File: src/rtl/accum_arbiter_pkg.sv
// Shared constants and types for the accumulator arbiter slice.
// Also records the limits of the floating-point accumulator it feeds.
package accum_arbiter_pkg;

  localparam int DEF_FRAC_WIDTH  = 24;
  localparam int DEF_EXP_WIDTH   = 8;
  localparam int ACC_ADD_LATENCY = 4;
  // Sum IDs the accumulator can track in flight; tag FIFO depth must not exceed it.
  localparam int ACC_MAX_IDS     = 16;

  typedef enum logic {
    IDLE   = 1'b0,
    STREAM = 1'b1
  } arbState_t;

  function automatic int reqWidth(input int n);
    return (n > 1) ? $clog2(n) : 1;
  endfunction

endpackage

File: src/rtl/accum_arbiter_fifo.sv
// Synchronous FIFO holding the requester tags of outstanding sums.
// A push while full or a pop while empty is ignored.
module sync_fifo #(
  parameter int WIDTH = 2,
  parameter int DEPTH = 8,
  localparam int PTR_W = (DEPTH > 1) ? $clog2(DEPTH) : 1,
  localparam int CNT_W = $clog2(DEPTH + 1)
) (
  input  logic             clkIn,
  input  logic             rstIn,
  input  logic             pushIn,
  input  logic [WIDTH-1:0] dataIn,
  input  logic             popIn,
  output logic [WIDTH-1:0] dataOut,
  output logic             fullOut,
  output logic             emptyOut,
  output logic [CNT_W-1:0] countOut
);

  logic [WIDTH-1:0] mem [DEPTH];
  logic [PTR_W-1:0] wrPtr, rdPtr;
  logic             doPush, doPop;

  assign fullOut  = (countOut == CNT_W'(DEPTH));
  assign emptyOut = (countOut == '0);
  assign doPush   = pushIn && !fullOut;
  assign doPop    = popIn && !emptyOut;
  assign dataOut  = mem[rdPtr];

  always_ff @(posedge clkIn) begin
    if (doPush) mem[wrPtr] <= dataIn;
  end

  always_ff @(posedge clkIn or posedge rstIn) begin
    if (rstIn) begin
      wrPtr    <= '0;
      rdPtr    <= '0;
      countOut <= '0;
    end else begin
      if (doPush) wrPtr <= (wrPtr == PTR_W'(DEPTH - 1)) ? '0 : wrPtr + 1'b1;
      if (doPop)  rdPtr <= (rdPtr == PTR_W'(DEPTH - 1)) ? '0 : rdPtr + 1'b1;
      case ({doPush, doPop})
        2'b10:   countOut <= countOut + 1'b1;
        2'b01:   countOut <= countOut - 1'b1;
        default: countOut <= countOut;
      endcase
    end
  end

endmodule

File: src/rtl/accum_arbiter.sv
// Round-robin packet arbiter sharing one FP accumulator between NUM_REQ requesters,
// with an in-order tag FIFO that steers each returned sum to its owner.
module accum_arbiter
  import accum_arbiter_pkg::*;
#(
  parameter int FRAC_WIDTH      = DEF_FRAC_WIDTH,
  parameter int EXP_WIDTH       = DEF_EXP_WIDTH,
  parameter int NUM_REQ         = 4,
  parameter int MAX_OUTSTANDING = 8,
  localparam int DATA_WIDTH     = FRAC_WIDTH + EXP_WIDTH,
  localparam int REQ_W          = reqWidth(NUM_REQ)
) (
  input  logic                          clkIn,
  input  logic                          rstIn,
  input  logic [NUM_REQ*DATA_WIDTH-1:0] reqDataIn,
  input  logic [NUM_REQ-1:0]            reqValidIn,
  input  logic [NUM_REQ-1:0]            reqLastIn,
  output logic [NUM_REQ-1:0]            reqReadyOut,
  output logic [DATA_WIDTH-1:0]         accDataOut,
  output logic                          accValidOut,
  output logic                          accLastOut,
  input  logic [DATA_WIDTH-1:0]         accDataIn,
  input  logic                          accValidIn,
  output logic [DATA_WIDTH-1:0]         resDataOut,
  output logic [NUM_REQ-1:0]            resValidOut,
  output logic                          busyOut,
  output logic                          errOut
);

  localparam int CNT_W = $clog2(MAX_OUTSTANDING + 1);

  arbState_t             state, nextState;
  logic [REQ_W-1:0]      grant, rrPtr, winner, cand, headTag;
  logic                  found, pushTag, popTag, beatAccept;
  logic                  grantValid, grantLast;
  logic [DATA_WIDTH-1:0] grantData;
  logic                  fifoFull, fifoEmpty;
  logic [CNT_W-1:0]      occupancy;

  // First valid requester at or after rrPtr, wrapping at NUM_REQ.
  always_comb begin
    winner = '0;
    found  = 1'b0;
    cand   = '0;
    for (int unsigned i = 0; i < NUM_REQ; i++) begin
      cand = REQ_W'((32'(rrPtr) + i) % NUM_REQ);
      if (!found && reqValidIn[cand]) begin
        winner = cand;
        found  = 1'b1;
      end
    end
  end

  always_comb begin
    grantData = '0;
    for (int unsigned r = 0; r < NUM_REQ; r++) begin
      if (grant == REQ_W'(r)) grantData = reqDataIn[r*DATA_WIDTH +: DATA_WIDTH];
    end
  end

  assign grantValid = reqValidIn[grant];
  assign grantLast  = reqLastIn[grant];

  always_comb begin
    nextState   = state;
    pushTag     = 1'b0;
    beatAccept  = 1'b0;
    reqReadyOut = '0;
    case (state)
      IDLE: begin
        if (found && !fifoFull) begin
          pushTag   = 1'b1;
          nextState = STREAM;
        end
      end
      STREAM: begin
        reqReadyOut = NUM_REQ'(1) << grant;
        beatAccept  = grantValid;
        if (grantValid && grantLast) nextState = IDLE;
      end
      default: nextState = IDLE;
    endcase
  end

  always_ff @(posedge clkIn or posedge rstIn) begin
    if (rstIn) begin
      state <= IDLE;
      grant <= '0;
      rrPtr <= '0;
    end else begin
      state <= nextState;
      if (pushTag) grant <= winner;
      if (beatAccept && grantLast)
        rrPtr <= (grant == REQ_W'(NUM_REQ - 1)) ? '0 : grant + 1'b1;
    end
  end

  always_ff @(posedge clkIn or posedge rstIn) begin
    if (rstIn) begin
      accDataOut  <= '0;
      accValidOut <= 1'b0;
      accLastOut  <= 1'b0;
    end else begin
      if (beatAccept) accDataOut <= grantData;
      accValidOut <= beatAccept;
      accLastOut  <= beatAccept && grantLast;
    end
  end

  // A result with no outstanding tag is flagged and otherwise dropped.
  assign popTag = accValidIn && !fifoEmpty;

  always_ff @(posedge clkIn or posedge rstIn) begin
    if (rstIn) begin
      resDataOut  <= '0;
      resValidOut <= '0;
      errOut      <= 1'b0;
    end else begin
      resValidOut <= popTag ? (NUM_REQ'(1) << headTag) : '0;
      if (popTag) resDataOut <= accDataIn;
      if (accValidIn && fifoEmpty) errOut <= 1'b1;
    end
  end

  assign busyOut = (state == STREAM) || (occupancy != '0);

  sync_fifo #(
    .WIDTH (REQ_W),
    .DEPTH (MAX_OUTSTANDING)
  ) tagFifo (
    .clkIn    (clkIn),
    .rstIn    (rstIn),
    .pushIn   (pushTag),
    .dataIn   (winner),
    .popIn    (popTag),
    .dataOut  (headTag),
    .fullOut  (fifoFull),
    .emptyOut (fifoEmpty),
    .countOut (occupancy)
  );

endmodule

File: config.mk
export PLATFORM = sky130hd
export DESIGN_NAME = accum_arbiter
export DESIGN_NICKNAME = d
export VERILOG_FILES = /design/src/rtl/accum_arbiter_pkg.sv /design/src/rtl/accum_arbiter_fifo.sv /design/src/rtl/accum_arbiter.sv
export SDC_FILE = /design/constraint.sdc
export NUM_CORES = 1
export LEC_CHECK = 0
export BUFFER_PORTS_ARGS = -buffer_cell sky130_fd_sc_hd__buf_2
export CAP_MARGIN = 20
export CORE_ASPECT_RATIO = 1.4
export CORE_MARGIN = 2
export CORE_UTILIZATION = 48
export DETAILED_ROUTE_END_ITERATION = 10
export GPL_TIMING_DRIVEN = 0
export PLACE_DENSITY = 0.84
export SETUP_SLACK_MARGIN = 0.02
export SYNTH_ARGS = -nofsm -noshare
export SYNTH_HDL_FRONTEND = slang
export SYNTH_SLANG_ARGS = --single-unit
File: constraint.sdc
create_clock -name clkIn -period 2.8 [get_ports clkIn]
set_input_delay 0.28 -clock clkIn [delete_from_list [all_inputs] [get_ports clkIn]]
set_output_delay 0.28 -clock clkIn [all_outputs]
set_load 0.005 [all_outputs]
* Word level (Yosys, flattened, before mapping)
Memory sizes are Yosys's and may differ from the RTL's. Index checks and enable logic that the tools add are counted.
Word-level totals: bits in writable memories 16, output and inout port bits 76, memories kept 1, logic and storage cells 94, register bits 86, input bits 171
Operators by class: bitwise logic cells 1, shifts and indexed selects 2, eq/ne operators 8, reduce and logical (&&, ||, !) cells 20, magnitude comparators 5, add/subtract/negate cells 8, mux-type cells 37
Memory list:
- tagFifo.mem | words 8, bits a word 2, rd ports 1, clocked after Yosys merged registers in 0, wr ports 1, line accum_arbiter_fifo.sv:20 | logic [WIDTH-1:0] mem [DEPTH];
Operator list (number):
- $mux 32 | 4
- $mux 1 | 16
- $lt 2x3->1 const B | 5
- $bmux 1 s2 | 6
- $logic_and 1x1->1 | 10
- $mux 2 | 5
- $mux 4 | 2
- $pmux 4 s2 | 1
- $shl 1x2->4 const A | 2
- $add 3x1->3 const B | 2
- $eq 2x2->1 const B | 3
- $eq 3x3->1 const B | 2
- $mux 3 | 2
- $logic_not 1->1 | 5
- $add 2x1->2 const B | 2
- $add 2x2->2 const B | 2
- $add 4x1->4 const B | 1
- $eq 2x1->1 const B | 2
- $eq 4x4->1 const B | 1
- $logic_not 4->1 | 1
- $reduce_bool 4->1 | 1
- $sub 4x1->4 const B | 1
- $logic_not 2->1 | 1
- $pmux 1 s2 | 1
- other kinds (3) | 3

* Longest topological paths before layout
word-level depth 18, gate-level depth with buffers 12, mapped depth without buffers 10

* Cells and area by module
A second synthesis with hierarchy kept.
Second synthesis, totals: cells, all modules 545, area, all modules 5366.4 µm²
Modules (own cells, without submodules):
- accum_arbiter | instances 1, cells an instance 452, area each 4046.4 µm², sequential area each 1901.8 µm²
- sync_fifo | instances 1, cells an instance 93, area each 1320.0 µm², sequential area each 730.7 µm²

* Worst setup path after synthesis
Ideal clock, no wire load.
path type flip-flop to flip-flop, from reg tagFifo.countOut[1], to reg tagFifo.countOut[2], period minus slack after synthesis 2439 ps, setup time 128 ps, cell stages (with the launch flop) 13, arrival 2312 ps, buffers on the path 2, setup slack 361 ps, required time 2672 ps, path through dfrtp_1 > buf_2 > nor4_2 > nand2b_1 > inv_2 > buf_1 > ha_1 > xor2_1 > ha_1 > a21oi_1 > xor2_1 > nor2_1 > xor2_1
Between the ends: elaborated cells on any way between the ends 16, those cells by class 2 x add/sub; 3 x eq/ne; 3 x mux; 8 x reduce/logical
RTL lines:
- start: declaration | line accum_arbiter_fifo.sv:17 | output logic [CNT_W-1:0] countOut
- start signal: assignment | line accum_arbiter_fifo.sv:43 | 2'b10: countOut <= countOut + 1'b1;
- start signal: assignment | line accum_arbiter_fifo.sv:44 | 2'b01: countOut <= countOut - 1'b1;
- start signal: assignment | line accum_arbiter_fifo.sv:45 | default: countOut <= countOut;
- $logic_not 4->1 (*) | line accum_arbiter_fifo.sv:25 | assign emptyOut = (countOut == '0);
- $logic_not 1->1 (*) | line accum_arbiter.sv:111 | assign popTag = accValidIn && !fifoEmpty;
- $logic_and 1x1->1 (*) | line accum_arbiter.sv:111
- net popTag | line accum_arbiter.sv:34 | logic found, pushTag, popTag, beatAccept;
- $logic_and 1x1->1 (*) | line accum_arbiter_fifo.sv:27 | assign doPop = popIn && !emptyOut;
- $eq 2x1->1 / $eq 2x2->1 (equally long branches) | line accum_arbiter_fifo.sv:42 | case ({doPush, doPop})
- $pmux 4 s2 / $reduce_bool 2->1 (equally long branches)
The timed path passes the listed nets; every way through them passes the cells marked *. A chain may end at the register's enable or synchronous reset.

* Final worst setup path
from reg grant[0], to out reqReadyOut[2]
Between the ends: cells in the longest elaborated chain, start to end 2
Ends and longest elaborated chain:
- start: declaration | line accum_arbiter.sv:33 | logic [REQ_W-1:0] grant, rrPtr, winner, cand, headTag;
- start signal: assignment | line accum_arbiter.sv:92 | if (pushTag) grant <= winner;
- $shl 1x2->4 | line accum_arbiter.sv:77 | reqReadyOut = NUM_REQ'(1) << grant;
- $mux 4 | line accum_arbiter.sv:69 | case (state)
- end: declaration | line accum_arbiter.sv:18 | output logic [NUM_REQ-1:0] reqReadyOut,
Every way passes these cells.

==> metrics <==
later-pin clock latency in the skew report 350 ps; io pins 247; area enclosed by the die boundary 12200 sq um; type of element launching the critical path register; synthesis warning total 0; min Tclk post-route about 2600 ps; Routed WL per cell between 15 and 20 um; switching share of total power between 40 and 50%; unrepaired setup endpoints after global routing false; PD cells ~1100 nW/um^2; largest net degree at the start of global routing 46; sequential share of power 31.7%; Synth-to-Final Area Change 32.7%; top library cells by usage in the layout, fill and taps aside 248 x sky130_fd_sc_hd__buf_2, 145 x sky130_fd_sc_hd__nand2_1, 86 x sky130_fd_sc_hd__dfrtp_1, 68 x sky130_fd_sc_hd__a21oi_1, 37 x sky130_fd_sc_hd__inv_1; Clock Sink Count 102; CTS H-tree lvls 3; via count of the first global-routing pass a little over 5000; required time of the worst setup path around 2500 ps; wire length of the first global-routing pass approximately 24000 um; maximum buffer depth of the clock tree 2; Worst-path clk slew around 80 ps; number of antenna violations at the first check in global routing 0; power spent charging and discharging nets ~3400 uW; # port buffers between 200 and 250; highest net fanout along the worst path 10; fraction of layout instances using a drive strength above 1 between 40% and 50%; Leak approximately 0.0036 uW; root buffer selected by CTS sky130_fd_sc_hd__clkbuf_16; overall global routing resource usage around a quarter; total power consumption of the routed design 7900 uW; final core occ 64.4%; Final Hold Vio Count 0; Filler Cell Count just under 1000; drt pass-1 iters 6; Register Area approximately 2600 sq um; # setup viols final 0; flops & latches, synth ~100; Crit Path Category reg2out; peak supply drop between 0.0006 and 0.0007 V; DIE HEIGHT about 130 um; vias per cell 5.20; Antenna Violating Nets Remaining 0; Slew @ Worst Pin approximately 1100 ps; number of placed instances with taps included 990; relative contribution of the clock network to total power between 10% and 20%; Max stage delay cell, worst path sky130_fd_sc_hd__dfrtp_1; run status finished, final reports clean; count of max-cap constraint violations 0; maximum clock frequency 0.387 GHz; die span in x roughly 94 um; HPWL after detailed placement approximately 12000 um; type of the worst min-delay path in2reg; critical path buffer and inverter count 4; Worst path max stage delay approximately 500 ps; Routability Congestion 0.906; non-filler cells in the finished layout approximately 1000; most frequent standard cell in the layout excluding fill and tap cells sky130_fd_sc_hd__buf_2; Internal 4520 uW; combinational group share of total power 51.9%; antenna cells 0; Setup crit end kind primary output; nets@finish slightly above 1000; Top delay family on crit path buffers and inverters; WP data arrival about 2300 ps; number of DRC markers after the initial detailed-route iteration approximately 250; gate count after technology mapping ~600; Initial Util 48.5%; syn nets between 700 and 800; clock skew after layout approximately 9.0 ps; TritonCTS clock tree done; chain of cells forming the critical path inv_1 -> ha_1 -> clkbuf_1 -> clkbuf_1 -> and2_1 -> buf_2; CORE AREA 11200 sq um; post-synthesis sequential area ratio around half; number of design rule violations left after detail routing 0; gr ovfl total 0; wire length after detailed routing 15100 um; vias post-DR roughly 5200; Max Slew Vio Count 0; area of the multi-input gates between 2000 and 2500 sq um; number of unique standard cell types used by synthesis 41; most used cell, CP sky130_fd_sc_hd__clkbuf_1; mean cell area of the mapped netlist about 9.1 sq um; Std-Cell Rows 46; final cycle utilization of the critical path about 90%; number of CTS-inserted buffers 9; combined area of all synthesized cells around 5400 sq um; Max transition margin 29.3%
[synthesized netlist by cell type, drive strengths merged]
master,n,share of area (%)
mux2i,3,0.55
mux2,6,1.2
o22ai,1,0.11
nor4b,3,0.71
a311oi,1,0.16
xnor2,2,0.32
nand2,145,10
nand2b,4,0.46
o21ai,34,3.1
nor3b,3,0.41
buf,15,2.2
inv,40,2.8
nor3,5,0.55
nor4,3,0.46
mux4,6,2.5
clkbuf,26,1.8
a32oi,1,0.16
o21a,1,0.14
edfxtp,16,8.8
o2bb2a,1,0.18
xor2,3,0.48
a21o,3,0.41
a22oi,32,4.4
nor2,42,3.9
ha,11,2.5
a21oi,100,11
or2,1,0.11
and2,5,0.62
dfrtp,86,40
[layer usage]
layer  wire length (um)  part of all wire, %  global-route usage, %  vias to the layer above
li1                   -                    -                      -                     2541
met1               5450                   36                   27.6                     2386
met2               8070                   53                   45.6                      279
met3               1220                  8.1                   5.14                       30
met4                393                  2.6                   9.80                        0
met5                  0                    0                      0                        -
[stage by stage]
stage	cell area (sq um)	hold slack [ps]	setup TNS, ps	setup WS, ps
after floorplan	5450	385	0	298
after global placement	6860	444	-62560	-731
after detailed placement	6880	375	-64.8	-64.8
after CTS	7200	104	0	164
after global routing	7230	115	0	18.1
final	7230	115	0	213
[cell type report]
| class | count | area share (%) |
|---|---|---|
| Sequential cell | 102 | 36.4 |
| Buffer | 40 | 2.96 |
| Timing Repair Buffer | 248 | 17.5 |
| Multi-Input combinational cell | 416 | 34.2 |
| Clock buffer | 10 | 3.46 |
| Clock inverter | 6 | 0.918 |
| Tap cell | 144 | 2.49 |
| Inverter | 40 | 2.11 |
[flip-flops by register name (all words and copies together), names as in the netlist]
signal / flops
resValidOut: 4
accDataOut: 32
accLastOut: 1
tagFifo.mem: 16
tagFifo.rdPtr: 3
tagFifo.countOut: 4
tagFifo.wrPtr: 3
state: 1
rrPtr: 2
accValidOut: 1
errOut: 1
resDataOut: 32
grant: 2
[worst register-to-register path, cell delays in order, from the launching register on]
cell and delay (ps):
sky130_fd_sc_hd__dfrtp_1 360, sky130_fd_sc_hd__buf_2 180, sky130_fd_sc_hd__nor4_4 330, sky130_fd_sc_hd__nand2b_1 190
sky130_fd_sc_hd__inv_2 160, sky130_fd_sc_hd__ha_1 330, sky130_fd_sc_hd__xor2_1 180, sky130_fd_sc_hd__ha_1 190
sky130_fd_sc_hd__a21oi_1 150, sky130_fd_sc_hd__xor2_1 160, sky130_fd_sc_hd__nor2_1 60, sky130_fd_sc_hd__xor2_1 140
[cells by family (layout without fill, tap and decap cells)]
logic type / Yosys count / after routing / synth area share [%]
AO/OA/AOI/OAI: 174 / 174 / 20.1
flip-flops: 102 / 102 / 48.3
buffers and inverters: 81 / 344 / 6.76
multiplexers: 15 / 15 / 4.27
adder cells (fa/ha/maj): 11 / 11 / 2.53
AND/OR/NAND/NOR: 211 / 211 / 17.2
XOR/XNOR: 5 / 5 / 0.804
[final timing paths]
check / from / endpoint / slack (ps) / cells after the start
max in group asynchronous: rstIn / resValidOut[0] / 1650 / 4
setup / recovery: grant[0] / reqReadyOut[2] / 210 / 6
setup reg to reg: tagFifo.countOut[1] / tagFifo.countOut[2] / 240 / 11
hold reg to reg: errOut / errOut / 470 / 1
min in group asynchronous: rstIn / accDataOut[3] / 520 / 3
hold / removal: accDataIn[22] / resDataOut[22] / 110 / 3
[power by group through the flow]
stage	registers (uW)	logic, uW	clock network [uW]
after floorplan	2500	2750	0
after global placement	2500	3970	0
after detailed placement	2520	4070	0
final	2500	4100	1290
after CTS	2490	4090	1320
after global routing	2580	4560	1380
[what timing repair did]
item,CTS,global route
gates resized for setup,0,3
endpoints found under the hold margin,3,0
buffers inserted,0,0
setup endpoints to repair,1,1
cloned,0,0
hold buffers,1,0
Note: power is estimated with default switching activity, not from simulation.
